===== src/rtl/uart_tx.sv =====
// uart_tx: AXI-Stream byte in, asynchronous serial frame out.
// Frame: start bit, 8 data bits LSB first, optional parity bit, 1 or 2 stop bits.
// Ports:
//   clk            system clock
//   rst            asynchronous active-low reset
//   s_axis_tdata   byte to send, latched on the handshake edge
//   s_axis_tvalid  upstream byte valid
//   s_axis_tready  registered; high only while idle and able to accept a byte
//   tx             registered serial line, idles high
//   busy           registered; high from the handshake until the frame ends
module uart_tx #(
    parameter int unsigned CLKS_PER_BIT = 868,
    parameter int unsigned PARITY       = 0,
    parameter int unsigned STOP_BITS    = 1
) (
    input  logic       clk,
    input  logic       rst,
    input  logic [7:0] s_axis_tdata,
    input  logic       s_axis_tvalid,
    output logic       s_axis_tready,
    output logic       tx,
    output logic       busy
);

    localparam int unsigned CNT_W = (CLKS_PER_BIT > 1) ? $clog2(CLKS_PER_BIT) : 1;
    localparam logic [CNT_W-1:0] CNT_LAST  = CNT_W'(CLKS_PER_BIT - 1);
    localparam logic [2:0]       LAST_STOP = 3'(STOP_BITS - 1);
    localparam logic             HAS_PAR   = (PARITY != 0);
    localparam logic             PAR_ODD   = (PARITY == 2);

    localparam logic [2:0] S_IDLE   = 3'd0;
    localparam logic [2:0] S_START  = 3'd1;
    localparam logic [2:0] S_DATA   = 3'd2;
    localparam logic [2:0] S_PARITY = 3'd3;
    localparam logic [2:0] S_STOP   = 3'd4;

    logic [2:0]       state_q, state_d;
    logic [CNT_W-1:0] cnt_q, cnt_d;
    logic [2:0]       bit_q, bit_d;
    logic [7:0]       shift_q, shift_d;
    logic             par_q, par_d;
    logic             tx_q, tx_d;
    logic             ready_q, ready_d;
    logic             busy_q, busy_d;
    logic             bit_done;

    // State and output registers; reset forces the line high immediately.
    always_ff @(posedge clk or negedge rst) begin
        if (!rst) begin
            state_q <= S_IDLE;
            cnt_q   <= '0;
            bit_q   <= '0;
            shift_q <= '0;
            par_q   <= 1'b0;
            tx_q    <= 1'b1;
            ready_q <= 1'b0;
            busy_q  <= 1'b0;
        end else begin
            state_q <= state_d;
            cnt_q   <= cnt_d;
            bit_q   <= bit_d;
            shift_q <= shift_d;
            par_q   <= par_d;
            tx_q    <= tx_d;
            ready_q <= ready_d;
            busy_q  <= busy_d;
        end
    end

    // Next-state and next-output logic; every bit lasts CLKS_PER_BIT cycles.
    always_comb begin
        state_d  = state_q;
        cnt_d    = cnt_q + CNT_W'(1);
        bit_d    = bit_q;
        shift_d  = shift_q;
        par_d    = par_q;
        tx_d     = tx_q;
        ready_d  = ready_q;
        busy_d   = busy_q;
        bit_done = (cnt_q == CNT_LAST);

        if (bit_done) begin
            cnt_d = '0;
        end

        case (state_q)
            S_IDLE: begin
                cnt_d   = '0;
                bit_d   = '0;
                tx_d    = 1'b1;
                busy_d  = 1'b0;
                ready_d = 1'b1;
                // Start bit goes out on the handshake edge itself.
                if (ready_q && s_axis_tvalid) begin
                    shift_d = s_axis_tdata;
                    par_d   = (^s_axis_tdata) ^ PAR_ODD;
                    ready_d = 1'b0;
                    busy_d  = 1'b1;
                    tx_d    = 1'b0;
                    state_d = S_START;
                end
            end
            S_START: begin
                if (bit_done) begin
                    tx_d    = shift_q[0];
                    shift_d = {1'b0, shift_q[7:1]};
                    bit_d   = '0;
                    state_d = S_DATA;
                end
            end
            S_DATA: begin
                if (bit_done) begin
                    if (bit_q == 3'd7) begin
                        bit_d = '0;
                        if (HAS_PAR) begin
                            tx_d    = par_q;
                            state_d = S_PARITY;
                        end else begin
                            tx_d    = 1'b1;
                            state_d = S_STOP;
                        end
                    end else begin
                        tx_d    = shift_q[0];
                        shift_d = {1'b0, shift_q[7:1]};
                        bit_d   = bit_q + 3'd1;
                    end
                end
            end
            S_PARITY: begin
                if (bit_done) begin
                    tx_d    = 1'b1;
                    bit_d   = '0;
                    state_d = S_STOP;
                end
            end
            S_STOP: begin
                if (bit_done) begin
                    if (bit_q == LAST_STOP) begin
                        state_d = S_IDLE;
                        ready_d = 1'b1;
                        busy_d  = 1'b0;
                        bit_d   = '0;
                    end else begin
                        bit_d = bit_q + 3'd1;
                    end
                end
            end
            default: begin
                state_d = S_IDLE;
                cnt_d   = '0;
                bit_d   = '0;
                tx_d    = 1'b1;
                ready_d = 1'b0;
                busy_d  = 1'b0;
            end
        endcase
    end

    assign s_axis_tready = ready_q;
    assign tx            = tx_q;
    assign busy          = busy_q;

endmodule


===== config.mk =====
export PLATFORM = sky130hd
export DESIGN_NAME = uart_tx
export DESIGN_NICKNAME = d
export VERILOG_FILES = /design/src/rtl/uart_tx.sv
export SDC_FILE = /design/constraint.sdc
export NUM_CORES = 1
export LEC_CHECK = 0
export ABC_CLOCK_PERIOD_IN_PS = 2600
export BUFFER_PORTS_ARGS = -buffer_cell sky130_fd_sc_hd__buf_4
export CAP_MARGIN = 20
export CORE_MARGIN = 2
export CORE_UTILIZATION = 46
export CTS_CLUSTER_DIAMETER = 30
export CTS_CLUSTER_SIZE = 10
export DETAILED_ROUTE_END_ITERATION = 8
export PLACE_DENSITY = 0.69
export SLEW_MARGIN = 40
export SYNTH_ARGS = -nofsm -noshare
export SYNTH_HDL_FRONTEND = slang
export SYNTH_SLANG_ARGS = --single-unit

===== constraint.sdc =====
create_clock -name clk -period 2.6 [get_ports clk]
set_input_delay 0.13 -clock clk [delete_from_list [all_inputs] [get_ports clk]]
set_output_delay 0.13 -clock clk [all_outputs]
set_load 0.1 [all_outputs]

==> summary.txt <==
Status
  – Status: finished, final reports clean

Setup path
  – Worst EP arrival: 2470 ps
  – Worst Path Max Fanout: 7
  – Critical path class: flop to flop
  – Worst R2R End: shift_q[4]
  – Critical Path End Type: flop
  – R2R Path Start: cnt_q[7]
  – Setup crit start: cnt_q[7]
  – Worst R2R Setup Slack: 350 ps
  – Critical path required time: 2820 ps
  – Worst R2R Path Depth: 4
  – Startpoint Class: flop

Timing
  – Fmax: 0.4448 GHz
  – Count of final hold-check violations: 0
  – Finish-stage setup viols: 0
  – Fin crit period: 2248 ps
  – Final Cycle Share: 86.48%
  – Hold slack: 54.75 ps
  – Final Skew: 4.206 ps
  – Slew headroom: 70.51%
  – RSZ-0062 raised after global routing: false
  – Max Slew Vio Count: 0
  – Worst slew pin tran: 440.7 ps
  – Final setup margin: 351.6 ps
  – Final setup TNS: 0 ps

Clock tree
  – CTS buffer count: 3
  – Post-CTS Setup Inserts: 0
  – Root buffer cell: clkbuf_4
  – CTS tree: done
  – CTS Buffer Depth: 2
  – CTS HTree Levels: 1
  – Worst skew pair latency: 310 ps
  – Clock slew at reported path FFs: 140 ps
  – Total clock sinks: 27

Flow run
  – Max Cap Viol: 0

Logic synthesis
  – Number of synthesized flops with an enable pin: 0
  – Synth top area cells: dfrtp_1 (45%), o221a_1 (5.5%), nor2_1 (4.4%), or2b_2 (4.2%), xnor2_1 (4.2%)
  – Seq/Total Area, Yosys: 46.88%
  – Top FF cell, synth: dfrtp_1
  – Synth warnings: 0
  – Synth top area share: 45.06%
  – Netlist cell types: 41
  – Post-Syn Instances: 140
  – FF+latch count, synth: 27
  – Ys async rst share: 100.0%
  – Area leader, netlist: dfrtp_1
  – Avg Inst Size Synth: 10.31 µm²
  – Post-Synthesis Cell Area: 1444 µm²
  – Synth Net Count: 155

Global route
  – Vias in the first global route: 1,005
  – Overall global routing resource usage: 16.26%
  – Initial antenna violation count: 0
  – Overflow after GRT: 0
  – First-pass GRT wire length: 4.422 mm
  – Largest net degree at the start of global routing: 28

Hold path
  – Hold Crit Start: s_axis_tdata[7]
  – Hold Crit Class: primary input to flop
  – Worst Hold Depth: 3
  – Worst hold endpoint: shift_q[7]

Place
  – Setup slack after placement: 363.2 ps
  – I/O Buffers: 13
  – Post-DP HPWL: 1.871 mm
  – RePlAce Congestion: 0.8538
  – Placed Cells incl. Taps: 195

Drt
  – Post-route DRC: 0
  – DRT Pass-1 Iters: 4
  – Routed wire length: 2.513 mm
  – Post-route ant nets: 0
  – WL/cell: 12.57 µm
  – Vias after detailed routing: 1,060
  – Initial DRC count: 53
  – Vias per cell: 5.300

Die
  – Die Span X: 60.03 µm
  – I/O pin count: 14
  – Die Y: 60.03 µm
  – Initial core utilization: 47.69%
  – DIE AREA: 3603 µm²
  – Rows: 20
  – Core area: 3028 µm²

Layout
  – Non-Filler Instances: 200
  – Area delta synth->final: 11.61%
  – Share of cells above drive strength 1: 20.51%
  – ANT cells: 0
  – Layout Nets: 172
  – Layout filler cell count: 268

Power and ir drop
  – Lkg Pwr: 0.6677 nW
  – Worst vdd ir: 0.3711 mV
  – Pwr/cell area: 823.5 nW/µm²
-- placed cells by master (no fill, tap or decap), drive strengths merged, types with 3 or more instances in the layout --
| master | instances |
|---|---|
| dfrtp | 26 |
| nor2 | 17 |
| buf | 15 |
| inv | 7 |
| xnor2 | 7 |
| nand3 | 7 |
| or2b | 7 |
| o221a | 7 |
| nand2 | 6 |
| nor3 | 5 |
| a21oi | 4 |
| ha | 4 |
| clkbuf | 4 |
| xor2 | 3 |
| nand2b | 3 |
| nand3b | 3 |
-- stage by stage --
stage / power [W] / utilization (%) / instance area [µm²]
final: 0.001327 / 53.22 / 1612
after global routing: 0.001428 / 53.22 / 1612
after CTS: 0.001342 / 53.22 / 1612
after detailed placement: 0.001165 / 52.02 / 1575
after global placement: 0.001150 / 52.02 / 1575
after floorplan: 0.001037 / - / 1444
-- power by group --
group	switching [W]	total, W	internal (W)	leakage (nW)
combinational	0.000342	0.000555	0.000213	0.313
sequential	0.0000783	0.000597	0.000519	0.339
clock	0.000115	0.000175	0.0000599	0.0150
total	0.000535	0.00133	0.000792	0.668
-- kinds of logic after synthesis --
kind of cell	count (synthesis)	synth area share [%]
XOR/XNOR	10	6.066
buffers and inverters	11	4.333
adder cells (fa/ha/maj)	4	3.466
AO/OA/AOI/OAI	25	14.13
AND/OR/NAND/NOR	61	23.66
multiplexers	2	1.473
flip-flops	27	46.88
-- how the worst max path moves through the flow --
stage,depth (start not counted),to
after floorplan,5,shift_q[0]
after global placement,4,shift_q[6]
after detailed placement,4,shift_q[4]
after CTS,4,shift_q[4]
after global routing,4,shift_q[3]
final,4,shift_q[4]
-- critical path, stage by stage, from the launching register on --
cell     delay, ps
dfrtp_1        440
or4_1          530
or4_4          440
or3_1          480
o221a_1        270
-- state kept, by name, summed over array words and instances (netlist names) --
register	flops
s_axis_tready	1
tx	1
bit_q	3
busy	1
state_q	3
shift_q	8
cnt_q	10
-- Yosys cell counts (all sizes together) (3+ instances only) --
cell / number
inv: 7
nand3: 7
nor2: 17
xnor2: 7
ha: 4
dfrtp: 26
or2b: 7
nand2: 6
xor2: 3
nand2b: 3
a21oi: 4
nand3b: 3
nor3: 5
o221a: 7
-- timing repair --
item | in CTS | in global routing
resized for setup | 0 | 0
endpoints found under the hold margin | 27 | 0
hold buffers | 1 | 0
-- final cells by class --
class / count / area [µm²] / area share [%]
flip-flops and latches: 27 / 676.9 / 42.00
clock buffers: 4 / 26.28 / 1.630
inverters: 7 / 26.28 / 1.630
repair buffers: 16 / 122.6 / 7.609
well taps: 44 / 55.05 / 3.416
multi-input cells: 102 / 704.4 / 43.71
-- per-layer routing --
layer	wire, µm	global-route usage (%)	vias to the layer above
li1	-	-	530
met2	1175	27.48	18
met3	75	3.463	2
met4	19	4.762	0
met5	0	0	-
met1	1243	20.79	510
(Power assumes the default switching activity.)
